===== src/rtl/pipe_regs_fde_pkg.sv =====
// Shared constants, control-bundle layout and stage payload types for the
// RV32I fetch/decode/execute pipeline registers.
package rv32_pipe_pkg;

   localparam int unsigned XLEN   = 32;
   localparam int unsigned REG_AW = 5;
   localparam int unsigned CTRL_W = 10;

   localparam logic [XLEN-1:0] NOP_INSTR = 32'h0000_0013;
   localparam logic [XLEN-1:0] RESET_PC  = 32'h0000_0000;

   // Bit offsets inside CtrlD/CtrlE: {RegWrite,ResultSrc[1:0],MemWrite,Jump,Branch,ALUControl[2:0],ALUSrc}
   localparam int unsigned CTRL_ALUSRC    = 0;
   localparam int unsigned CTRL_ALUCTL    = 1;
   localparam int unsigned CTRL_BRANCH    = 4;
   localparam int unsigned CTRL_JUMP      = 5;
   localparam int unsigned CTRL_MEMWRITE  = 6;
   localparam int unsigned CTRL_RESULTSRC = 7;
   localparam int unsigned CTRL_REGWRITE  = 9;

   typedef enum logic [1:0] {
      RES_ALU  = 2'b00,
      RES_LOAD = 2'b01,
      RES_PC4  = 2'b10,
      RES_UIMM = 2'b11
   } result_src_e;

   typedef struct packed {
      logic [XLEN-1:0] pc;
      logic [XLEN-1:0] pc_plus4;
      logic            valid;
   } d_meta_t;

   typedef struct packed {
      logic [CTRL_W-1:0] ctrl;
      logic [REG_AW-1:0] rs;
      logic [REG_AW-1:0] rt;
      logic [REG_AW-1:0] rd;
      logic [XLEN-1:0]   rd1;
      logic [XLEN-1:0]   rd2;
      logic [XLEN-1:0]   imm;
      logic [XLEN-1:0]   pc;
      logic [XLEN-1:0]   pc_plus4;
      logic              valid;
   } e_stage_t;

   function automatic logic [XLEN-1:0] pc_plus4(input logic [XLEN-1:0] pc);
      return pc + XLEN'(4);
   endfunction

endpackage


===== src/rtl/pipe_regs_fde_if.sv =====
// Hazard-unit / decode-side bundle of the fetch/decode/execute pipeline registers.
interface pipe_regs_fde_if #(
   parameter int unsigned CNT_W = 32
);
   logic        StallF_i;
   logic        StallD_i;
   logic        FlushD_i;
   logic        FlushE_i;
   logic        PC_SrcE_i;
   logic [31:0] PC_TargetE_i;
   logic [31:0] InstrF_i;
   logic [9:0]  CtrlD_i;
   logic [31:0] RD1D_i;
   logic [31:0] RD2D_i;
   logic [31:0] ImmExtD_i;
   logic [4:0]  RS_addrD_i;
   logic [4:0]  RT_addrD_i;
   logic [4:0]  RD_addrD_i;

   logic [31:0] PCF_o;
   logic [31:0] InstrD_o;
   logic [31:0] PCD_o;
   logic [31:0] PCPlus4D_o;
   logic [9:0]  CtrlE_o;
   logic [31:0] RD1E_o;
   logic [31:0] RD2E_o;
   logic [31:0] ImmExtE_o;
   logic [31:0] PCE_o;
   logic [31:0] PCPlus4E_o;
   logic [4:0]  RS_addrE_o;
   logic [4:0]  RT_addrE_o;
   logic [4:0]  RD_addrE_o;
   logic        ValidD_o;
   logic        ValidE_o;
   logic [CNT_W-1:0] StallCnt_o;
   logic [CNT_W-1:0] FlushCnt_o;

   modport master (
      output StallF_i, StallD_i, FlushD_i, FlushE_i, PC_SrcE_i, PC_TargetE_i, InstrF_i,
             CtrlD_i, RD1D_i, RD2D_i, ImmExtD_i, RS_addrD_i, RT_addrD_i, RD_addrD_i,
      input  PCF_o, InstrD_o, PCD_o, PCPlus4D_o, CtrlE_o, RD1E_o, RD2E_o, ImmExtE_o,
             PCE_o, PCPlus4E_o, RS_addrE_o, RT_addrE_o, RD_addrE_o, ValidD_o, ValidE_o,
             StallCnt_o, FlushCnt_o
   );

   modport slave (
      input  StallF_i, StallD_i, FlushD_i, FlushE_i, PC_SrcE_i, PC_TargetE_i, InstrF_i,
             CtrlD_i, RD1D_i, RD2D_i, ImmExtD_i, RS_addrD_i, RT_addrD_i, RD_addrD_i,
      output PCF_o, InstrD_o, PCD_o, PCPlus4D_o, CtrlE_o, RD1E_o, RD2E_o, ImmExtE_o,
             PCE_o, PCPlus4E_o, RS_addrE_o, RT_addrE_o, RD_addrE_o, ValidD_o, ValidE_o,
             StallCnt_o, FlushCnt_o
   );

endinterface


===== src/rtl/pipe_regs_fde_pipe_reg.sv =====
// Generic pipeline register: async reset and sync clear both load CLR_VAL; clear beats enable.
module pipe_reg #(
   parameter int unsigned  W       = 32,
   parameter logic [W-1:0] CLR_VAL = '0
) (
   input  logic         clk_i,
   input  logic         rst_n_i,
   input  logic         i_en,
   input  logic         i_clr,
   input  logic [W-1:0] i_d,
   output logic [W-1:0] o_q
);

   logic [W-1:0] r_q;

   always_ff @(posedge clk_i or negedge rst_n_i) begin
      if (!rst_n_i)   r_q <= CLR_VAL;
      else if (i_clr) r_q <= CLR_VAL;
      else if (i_en)  r_q <= i_d;
   end

   assign o_q = r_q;

endmodule


===== src/rtl/pipe_regs_fde.sv =====
// PC, IF/ID and ID/EX registers of the RV32I core with stall/flush/redirect handling
// and saturating stall/flush event counters.
module pipe_regs_fde #(
   parameter logic [31:0] RESET_PC  = rv32_pipe_pkg::RESET_PC,
   parameter logic [31:0] NOP_INSTR = rv32_pipe_pkg::NOP_INSTR,
   parameter int unsigned CNT_W     = 32
) (
   input logic           clk_i,
   input logic           rst_n_i,
   pipe_regs_fde_if.slave bus
);
   import rv32_pipe_pkg::*;

   logic [XLEN-1:0] w_pcf;
   logic [XLEN-1:0] w_pcf_next;
   logic            w_pcf_en;
   logic [XLEN-1:0] w_instrd;
   d_meta_t         w_d_d;
   d_meta_t         w_d_q;
   e_stage_t        w_e_d;
   e_stage_t        w_e_q;
   logic [CNT_W-1:0] r_stall_cnt;
   logic [CNT_W-1:0] r_flush_cnt;

   // Redirect overrides StallF so a taken branch is never dropped.
   assign w_pcf_en   = bus.PC_SrcE_i | ~bus.StallF_i;
   assign w_pcf_next = bus.PC_SrcE_i ? bus.PC_TargetE_i : pc_plus4(w_pcf);

   pipe_reg #(.W(XLEN), .CLR_VAL(RESET_PC)) u_pc (
      .clk_i(clk_i), .rst_n_i(rst_n_i), .i_en(w_pcf_en), .i_clr(1'b0),
      .i_d(w_pcf_next), .o_q(w_pcf)
   );

   pipe_reg #(.W(XLEN), .CLR_VAL(NOP_INSTR)) u_instr_d (
      .clk_i(clk_i), .rst_n_i(rst_n_i), .i_en(~bus.StallD_i), .i_clr(bus.FlushD_i),
      .i_d(bus.InstrF_i), .o_q(w_instrd)
   );

   always_comb begin
      w_d_d          = '0;
      w_d_d.pc       = w_pcf;
      w_d_d.pc_plus4 = pc_plus4(w_pcf);
      w_d_d.valid    = 1'b1;
   end

   pipe_reg #(.W($bits(d_meta_t)), .CLR_VAL('0)) u_meta_d (
      .clk_i(clk_i), .rst_n_i(rst_n_i), .i_en(~bus.StallD_i), .i_clr(bus.FlushD_i),
      .i_d(w_d_d), .o_q(w_d_q)
   );

   always_comb begin
      w_e_d          = '0;
      w_e_d.ctrl     = bus.CtrlD_i;
      w_e_d.rs       = bus.RS_addrD_i;
      w_e_d.rt       = bus.RT_addrD_i;
      w_e_d.rd       = bus.RD_addrD_i;
      w_e_d.rd1      = bus.RD1D_i;
      w_e_d.rd2      = bus.RD2D_i;
      w_e_d.imm      = bus.ImmExtD_i;
      w_e_d.pc       = w_d_q.pc;
      w_e_d.pc_plus4 = w_d_q.pc_plus4;
      w_e_d.valid    = w_d_q.valid;
   end

   // ID/EX has no stall: a zero bubble leaves RegWrite=0 and ResultSrc=ALU.
   pipe_reg #(.W($bits(e_stage_t)), .CLR_VAL('0)) u_stage_e (
      .clk_i(clk_i), .rst_n_i(rst_n_i), .i_en(1'b1), .i_clr(bus.FlushE_i),
      .i_d(w_e_d), .o_q(w_e_q)
   );

   // Saturating event counters.
   always_ff @(posedge clk_i or negedge rst_n_i) begin
      if (!rst_n_i) begin
         r_stall_cnt <= '0;
         r_flush_cnt <= '0;
      end else begin
         if ((bus.StallF_i | bus.StallD_i) && (r_stall_cnt != '1))
            r_stall_cnt <= r_stall_cnt + CNT_W'(1);
         if ((bus.FlushD_i | bus.FlushE_i) && (r_flush_cnt != '1))
            r_flush_cnt <= r_flush_cnt + CNT_W'(1);
      end
   end

   assign bus.PCF_o      = w_pcf;
   assign bus.InstrD_o   = w_instrd;
   assign bus.PCD_o      = w_d_q.pc;
   assign bus.PCPlus4D_o = w_d_q.pc_plus4;
   assign bus.ValidD_o   = w_d_q.valid;
   assign bus.CtrlE_o    = w_e_q.ctrl;
   assign bus.RS_addrE_o = w_e_q.rs;
   assign bus.RT_addrE_o = w_e_q.rt;
   assign bus.RD_addrE_o = w_e_q.rd;
   assign bus.RD1E_o     = w_e_q.rd1;
   assign bus.RD2E_o     = w_e_q.rd2;
   assign bus.ImmExtE_o  = w_e_q.imm;
   assign bus.PCE_o      = w_e_q.pc;
   assign bus.PCPlus4E_o = w_e_q.pc_plus4;
   assign bus.ValidE_o   = w_e_q.valid;
   assign bus.StallCnt_o = r_stall_cnt;
   assign bus.FlushCnt_o = r_flush_cnt;

endmodule


===== src/flat_wrapper.sv =====
// flat-port wrapper written by rule: the top's interface ports become plain ports
module pipe_regs_fde_flat import rv32_pipe_pkg::*;
#(
   parameter logic [31:0] RESET_PC  = rv32_pipe_pkg::RESET_PC,
   parameter logic [31:0] NOP_INSTR = rv32_pipe_pkg::NOP_INSTR,
   parameter int unsigned CNT_W     = 32
)
  (clk_i, rst_n_i, bus_StallF_i, bus_StallD_i, bus_FlushD_i, bus_FlushE_i, bus_PC_SrcE_i, bus_PC_TargetE_i, bus_InstrF_i, bus_CtrlD_i, bus_RD1D_i, bus_RD2D_i, bus_ImmExtD_i, bus_RS_addrD_i, bus_RT_addrD_i, bus_RD_addrD_i, bus_PCF_o, bus_InstrD_o, bus_PCD_o, bus_PCPlus4D_o, bus_CtrlE_o, bus_RD1E_o, bus_RD2E_o, bus_ImmExtE_o, bus_PCE_o, bus_PCPlus4E_o, bus_RS_addrE_o, bus_RT_addrE_o, bus_RD_addrE_o, bus_ValidD_o, bus_ValidE_o, bus_StallCnt_o, bus_FlushCnt_o);
  pipe_regs_fde_if #(.CNT_W(CNT_W)) bus_i ();
  input logic clk_i;
  input logic rst_n_i;
  input wire logic [$bits(bus_i.StallF_i)-1:0] bus_StallF_i;
  input wire logic [$bits(bus_i.StallD_i)-1:0] bus_StallD_i;
  input wire logic [$bits(bus_i.FlushD_i)-1:0] bus_FlushD_i;
  input wire logic [$bits(bus_i.FlushE_i)-1:0] bus_FlushE_i;
  input wire logic [$bits(bus_i.PC_SrcE_i)-1:0] bus_PC_SrcE_i;
  input wire logic [$bits(bus_i.PC_TargetE_i)-1:0] bus_PC_TargetE_i;
  input wire logic [$bits(bus_i.InstrF_i)-1:0] bus_InstrF_i;
  input wire logic [$bits(bus_i.CtrlD_i)-1:0] bus_CtrlD_i;
  input wire logic [$bits(bus_i.RD1D_i)-1:0] bus_RD1D_i;
  input wire logic [$bits(bus_i.RD2D_i)-1:0] bus_RD2D_i;
  input wire logic [$bits(bus_i.ImmExtD_i)-1:0] bus_ImmExtD_i;
  input wire logic [$bits(bus_i.RS_addrD_i)-1:0] bus_RS_addrD_i;
  input wire logic [$bits(bus_i.RT_addrD_i)-1:0] bus_RT_addrD_i;
  input wire logic [$bits(bus_i.RD_addrD_i)-1:0] bus_RD_addrD_i;
  output wire logic [$bits(bus_i.PCF_o)-1:0] bus_PCF_o;
  output wire logic [$bits(bus_i.InstrD_o)-1:0] bus_InstrD_o;
  output wire logic [$bits(bus_i.PCD_o)-1:0] bus_PCD_o;
  output wire logic [$bits(bus_i.PCPlus4D_o)-1:0] bus_PCPlus4D_o;
  output wire logic [$bits(bus_i.CtrlE_o)-1:0] bus_CtrlE_o;
  output wire logic [$bits(bus_i.RD1E_o)-1:0] bus_RD1E_o;
  output wire logic [$bits(bus_i.RD2E_o)-1:0] bus_RD2E_o;
  output wire logic [$bits(bus_i.ImmExtE_o)-1:0] bus_ImmExtE_o;
  output wire logic [$bits(bus_i.PCE_o)-1:0] bus_PCE_o;
  output wire logic [$bits(bus_i.PCPlus4E_o)-1:0] bus_PCPlus4E_o;
  output wire logic [$bits(bus_i.RS_addrE_o)-1:0] bus_RS_addrE_o;
  output wire logic [$bits(bus_i.RT_addrE_o)-1:0] bus_RT_addrE_o;
  output wire logic [$bits(bus_i.RD_addrE_o)-1:0] bus_RD_addrE_o;
  output wire logic [$bits(bus_i.ValidD_o)-1:0] bus_ValidD_o;
  output wire logic [$bits(bus_i.ValidE_o)-1:0] bus_ValidE_o;
  output wire logic [$bits(bus_i.StallCnt_o)-1:0] bus_StallCnt_o;
  output wire logic [$bits(bus_i.FlushCnt_o)-1:0] bus_FlushCnt_o;
  assign bus_i.StallF_i = bus_StallF_i;
  assign bus_i.StallD_i = bus_StallD_i;
  assign bus_i.FlushD_i = bus_FlushD_i;
  assign bus_i.FlushE_i = bus_FlushE_i;
  assign bus_i.PC_SrcE_i = bus_PC_SrcE_i;
  assign bus_i.PC_TargetE_i = bus_PC_TargetE_i;
  assign bus_i.InstrF_i = bus_InstrF_i;
  assign bus_i.CtrlD_i = bus_CtrlD_i;
  assign bus_i.RD1D_i = bus_RD1D_i;
  assign bus_i.RD2D_i = bus_RD2D_i;
  assign bus_i.ImmExtD_i = bus_ImmExtD_i;
  assign bus_i.RS_addrD_i = bus_RS_addrD_i;
  assign bus_i.RT_addrD_i = bus_RT_addrD_i;
  assign bus_i.RD_addrD_i = bus_RD_addrD_i;
  assign bus_PCF_o = bus_i.PCF_o;
  assign bus_InstrD_o = bus_i.InstrD_o;
  assign bus_PCD_o = bus_i.PCD_o;
  assign bus_PCPlus4D_o = bus_i.PCPlus4D_o;
  assign bus_CtrlE_o = bus_i.CtrlE_o;
  assign bus_RD1E_o = bus_i.RD1E_o;
  assign bus_RD2E_o = bus_i.RD2E_o;
  assign bus_ImmExtE_o = bus_i.ImmExtE_o;
  assign bus_PCE_o = bus_i.PCE_o;
  assign bus_PCPlus4E_o = bus_i.PCPlus4E_o;
  assign bus_RS_addrE_o = bus_i.RS_addrE_o;
  assign bus_RT_addrE_o = bus_i.RT_addrE_o;
  assign bus_RD_addrE_o = bus_i.RD_addrE_o;
  assign bus_ValidD_o = bus_i.ValidD_o;
  assign bus_ValidE_o = bus_i.ValidE_o;
  assign bus_StallCnt_o = bus_i.StallCnt_o;
  assign bus_FlushCnt_o = bus_i.FlushCnt_o;
  pipe_regs_fde #(.RESET_PC(RESET_PC), .NOP_INSTR(NOP_INSTR), .CNT_W(CNT_W)) u_core (.clk_i(clk_i), .rst_n_i(rst_n_i), .bus(bus_i));
endmodule

===== config.mk =====
export PLATFORM = sky130hd
export DESIGN_NAME = pipe_regs_fde_flat
export DESIGN_NICKNAME = d
export VERILOG_FILES = /design/src/rtl/pipe_regs_fde_pkg.sv /design/src/rtl/pipe_regs_fde_if.sv /design/src/rtl/pipe_regs_fde_pipe_reg.sv /design/src/rtl/pipe_regs_fde.sv /design/src/flat_wrapper.sv
export SDC_FILE = /design/constraint.sdc
export NUM_CORES = 1
export LEC_CHECK = 0
export CAP_MARGIN = 5
export CORE_AREA = 2 2 224 226
export DETAILED_ROUTE_END_ITERATION = 8
export DIE_AREA = 0 0 226 228
export GPL_TIMING_DRIVEN = 0
export PLACE_DENSITY = 0.69
export SYNTH_ARGS = -nofsm -noshare
export SYNTH_HDL_FRONTEND = slang
export SYNTH_SLANG_ARGS = --single-unit

===== constraint.sdc =====
create_clock -name clk_i -period 2.7 [get_ports clk_i]
set_input_delay 0.81 -clock clk_i [delete_from_list [all_inputs] [get_ports clk_i]]
set_output_delay 0.81 -clock clk_i [all_outputs]
set_load 0.01 [all_outputs]

## Word level (Yosys, flattened, before mapping)

Cells that the tools add are included.
W data, S select, Z words.

| word-level totals | value |
|---|---|
| flip-flop bits (word level) | 379 |
| input bits | 192 |
| word-level logic and storage cells | 24 |

| operators by class | value |
|---|---|
| add/sub/neg operators | 3 |
| eq/ne operators | 3 |
| muxes and demuxes | 6 |
| bitwise operators | 4 |
| reductions and logical operators | 2 |

Operator list:

| cell | number |
|---|---|
| $mux W186 | 1 |
| $mux W65 | 2 |
| $mux W32 | 3 |
| $add A32 B1 Y32 const B | 2 |
| $ne A32 B32 Y1 const B | 2 |
| $add A32 B3 Y32 const B | 1 |
| $or A1 B1 Y1 | 3 |
| $logic_and A1 B1 Y1 | 2 |
| $ne A2 B1 Y1 const B | 1 |
| $not A1 Y1 | 1 |

## Depth between registers and ports, before layout

| depth | value |
|---|---|
| word-level depth | 3 |
| gate-level depth with buffers | 8 |
| depth with buffers taken out | 6 |

## Hierarchy

Synthesis repeated with hierarchy kept, for this count alone.

| unflattened totals | value |
|---|---|
| cells, all modules | 1414 |
| area total of the unflattened synthesis | 16854.9 µm² |

Modules (own cells, without submodules):

| module | instances | cells each | area each (µm²) | sequential area each (µm²) |
|---|---|---|---|---|
| pipe_reg at u_core.u_stage_e | 1 | 600 | 7582.3 | 4654.5 |
| pipe_regs_fde | 1 | 399 | 3958.8 | 1601.5 |
| pipe_reg at u_core.u_meta_d | 1 | 209 | 2667.6 | 1626.6 |
| pipe_reg at u_core.u_pc | 1 | 103 | 1323.8 | 800.8 |
| pipe_reg at u_core.u_instr_d | 1 | 103 | 1322.5 | 804.5 |

## Worst setup path before layout

Ideal clock, no wire load.

| path | value |
|---|---|
| path type | input-to-reg |
| from | input port bus_StallD_i |
| to | register u_core.u_meta_d.r_q[46] (netlist: u_core.u_meta_d.o_q[46]) |
| setup time | 132 ps |
| arrival time | 2061 ps |
| data required time | 2568 ps |
| setup slack | 507 ps |
| stages on the path | 5 |
| path buffers | 3 |
| path through | clkbuf_1 buf_2 buf_1 mux2i_1 nor2_1 |

| on the way | value |
|---|---|
| word-level cells in the longest chain between the ends | 1 |

Ends and longest elaborated chain:

| element | line | text |
|---|---|---|
| from (decl) | flat_wrapper.sv:13 | `input wire logic [$bits(bus_i.StallD_i)-1:0] bus_StallD_i;` |
| $ne A2 B1 Y1 (no source line) | n/a |  |
| to (signal assigned) | pipe_regs_fde_pipe_reg.sv:19 | `else if (i_en) r_q <= i_d;` |
| to (decl) | pipe_regs_fde_pipe_reg.sv:14 | `logic [W-1:0] r_q;` |

No other way between the ends.
A chain may end at the register's enable or synchronous reset.

## Worst setup path in the final report

| path | value |
|---|---|
| from | register u_core.u_pc.r_q[7] (netlist: u_core.u_pc.o_q[7]) |
| to | output port bus_PCF_o[7] |

RTL lines:

| element | line | text |
|---|---|---|
| from (decl) | pipe_regs_fde_pipe_reg.sv:14 |  |
| from (signal assigned) | pipe_regs_fde_pipe_reg.sv:19 |  |
| to (decl) | flat_wrapper.sv:26 | `output wire logic [$bits(bus_i.PCF_o)-1:0] bus_PCF_o;` |

No word-level cell between the ends.

==> summary.md <==
| Metric | Value |
|---|---|
| Tightest Hold Check Type | in2async |
| Crit-path max FO | 7 |
| Routed WL | 52.5 mm |
| CORE AREA | 49300 um2 |
| Total power | 14.9 mW |
| Status | completed |
| Hold Fails Final Rpt | 0 |
| Antenna violations before repair | 8 |
| Worst-path clk slew | 0.06 ns |
| Fin nets | 2096 |
| Pre-CTS WS | -0.852 ns |
| DR vias/cell | 4.56 |
| Syn Nets | 1480 |
| Fmax | 384 MHz |
| Die area | 51500 um2 |
| # Max-Cap Violations | 0 |
| Row cnt | 82 |
| #FFs+latches synth | 375 |
| Placed cell count | 2528 |
| IO Port Bufs | around 570 |
| TritonCTS clock tree | done |
| Worst setup EP type | primary output |
| Number of DRC markers in iteration 0 | between 600 and 700 |
| Ys Warns | 0 |
| CP bufs+invs | 1 |
| Final WS setup | 0.0967 ns |
| Worst path required time | 1.89 ns |
| Total negative slack | 0 ns |
| FFs w/ async S/R, synth | 100% |
| Area grow syn2layout | 53.8% |
| Initial Util | 30.5% |
| Register area share after synthesis | 62.3% |
| CP arrival | 1.79 ns |
| Final cell count without fillers | 2607 |
| Max incr delay on CP | 0.69 ns |
| DIE WIDTH | 226 um |
| Die Span Y | between 200 and 250 um |
| Final setup fails | 0 |
| Design area | about 23000 um2 |
| Routed len/inst | around 20 um |
| Tightest Pin Transition | 0.951 ns |
| Number of remaining DRC errors | 0 |
| Total track usage | 20.2% |
| Startpoint types | flop |
| Max stage delay cell, worst path | clkdlybuf4s50_1 |
| Kind of critical path | reg2out |
| RSZ-0062 raised after global routing | no |
| Slew HR | 36.6% |
| Hpwl dp | between 30 and 40 mm |
| Placer Congestion | 0.853 |
| First-pass GRT wire length | 78.6 mm |
| Io pins | 571 |
| Synth cell types | 61 |
| Delay-heaviest family, CP | buffers and inverters |
| # hold bufs at CTS | 0 |
| Dominant synthesized flop cell | dfrtp_1 |
| Slew Viols, Final | 0 |
| Mean Syn Cell Area | 11.7 um2 |
| Later-pin clock latency in the skew report | approximately 0.56 ns |
| EDFF count, synth | 0 |
| Netlist Area Pre-Place | 15100 um2 |
| H-tree depth | 2 |
| Pwr/cell area | around 640 nW/um2 |
| Root Buffer | clkbuf_16 |
| Core Util, Final | 46.9% |
| Worst clock skew | around 0.012 ns |
| Period utilization | between 90% and 100% |
| Antenna Nets Post-Route | 0 |
| Number of CTS-inserted buffers | 43 |
| Final hold slack | 0.165 ns |
| Gate Count Post-Synth | 1285 |
| Drt first pass iters | 5 |
| GRT overflow | 0 |
| Worst path cell trace | clkdlybuf4s50_1 |
| Via Count | between 10000 and 15000 |
| Number of global-route vias before repair | 12500 |
| R2r startpoint | u_core.u_pc.o_q[3] |
| Largest net degree at the start of global routing | 113 |
| Placed Area | 21700 um2 |
| Clock tree buffer depth | 3 |
| Crit. Startpoint | u_core.u_pc.o_q[7] |
| Min Clock Period, post-route | 2.60 ns |
| Maximum VDD drop | 0.538 mV |
| Pleak | 9.93 nW |
| Layout cells sized above 1 | under 10% |
| Clock sinks | between 300 and 400 |
==> synth_stat cells, drive strengths merged, types with 15 or more instances <==
master	instances	area [um2]
dfrtp	372	9310
nor2b	186	1160
nor2	132	495
xnor2	74	648
nand2	70	265
mux2i	67	671
clkbuf	50	188
nor3	34	215
xor2	34	298
o21ai	31	155
nand3	30	150
buf	29	160
nand4	26	181
inv	21	78.8
nor4	19	190
a21oi	16	80.1
a211oi	15	113
==> registers in the layout (all words and copies together), names as in the netlist <==
name and count:
u_core.u_stage_e.o_q 184, u_core.bus.FlushCnt_o 32, u_core.u_pc.o_q 32, u_core.u_instr_d.o_q 32
u_core.bus.StallCnt_o 32, u_core.u_meta_d.o_q 63
==> power by group <==
group / switching [mW] / internal (mW)
logic: 1.12 / 1.30
registers: 0.384 / 6.02
clock network: 2.39 / 3.66
==> cells in the final DEF (no fill, tap or decap), types with 9 or more instances in the layout <==
cell type | synthesis | final
dfrtp_1 | 372 | 371
clkbuf_8 | 0 | 12
nor2b_1 | 186 | 186
nor3_1 | 25 | 24
clkbuf_1 | 50 | 55
nand2_1 | 69 | 69
inv_1 | 21 | 21
mux2i_1 | 67 | 67
nor4_1 | 9 | 9
clkbuf_16 | 0 | 45
buf_1 | 12 | 9
nor3_2 | 9 | 10
and3_1 | 12 | 12
nor4_2 | 9 | 9
a211oi_1 | 15 | 15
o21ai_0 | 15 | 15
o21ai_1 | 16 | 16
nand4_1 | 23 | 23
buf_2 | 8 | 10
nor2_1 | 132 | 132
xor2_1 | 34 | 34
clkdlybuf4s50_1 | 0 | 567
nand3_1 | 30 | 30
xnor2_1 | 74 | 74
a21oi_1 | 16 | 16
==> cell type report <==
class / instances / area [um2]
multi-input cells: 809 / 5250
inverters: 22 / 82.6
diodes: 3 / 7.51
clock inverters: 11 / 144
flip-flops and latches: 375 / 9390
well taps: 672 / 841
clock buffers: 65 / 1320
fillers: 4484 / 26200
repair buffers: 571 / 5770
plain buffers: 79 / 355
==> path summary, 6_finish.rpt <==
kind                                              to  slack [ns]  depth (start not counted)
setup / recovery                        bus_PCF_o[7]         0.1                          1
hold / removal             u_core.u_stage_e.o_q[125]        0.17                          1
max in group asynchronous    u_core.u_instr_d.o_q[2]        1.54                          2
hold reg to reg              u_core.u_stage_e.o_q[0]        0.50                          2
min in group clk_i           u_core.u_stage_e.o_q[0]        0.50                          2
setup reg to reg                 u_core.u_pc.o_q[30]        0.18                          7
==> cell families (layout without fill, tap and decap cells) <==
kind of cell               after synthesis  count (layout)  synth area share [%]
DFF                                    375             375                  62.3
xor gates and xnor gates               108             108                  6.28
and+or+nand+nor                        540             540                  19.8
AOI/OAI and AO/OA                       86              86                  3.66
other                                    0               3                     0
adders and majority gates                3               3                 0.249
muxes                                   72              72                  4.83
buffers and inverters                  101             748                  2.86
==> routing by layer <==
metal	share of wire (%)	GRT usage, %
met5	0.10	0
met4	3.4	7.39
met3	7.5	5.81
met2	49	34.5
met1	40	24.0
==> what timing repair did <==
| item | 4_1_cts | 5_1_grt |
|---|---|---|
| pin swaps | 0 | 0 |
| gates cloned | 0 | 0 |
| setup endpoints to repair | 37 | 15 |
| gates resized for setup | 5 | 4 |
| buffers inserted | 0 | 0 |
No activity file was read; power rests on OpenSTA's default activity.
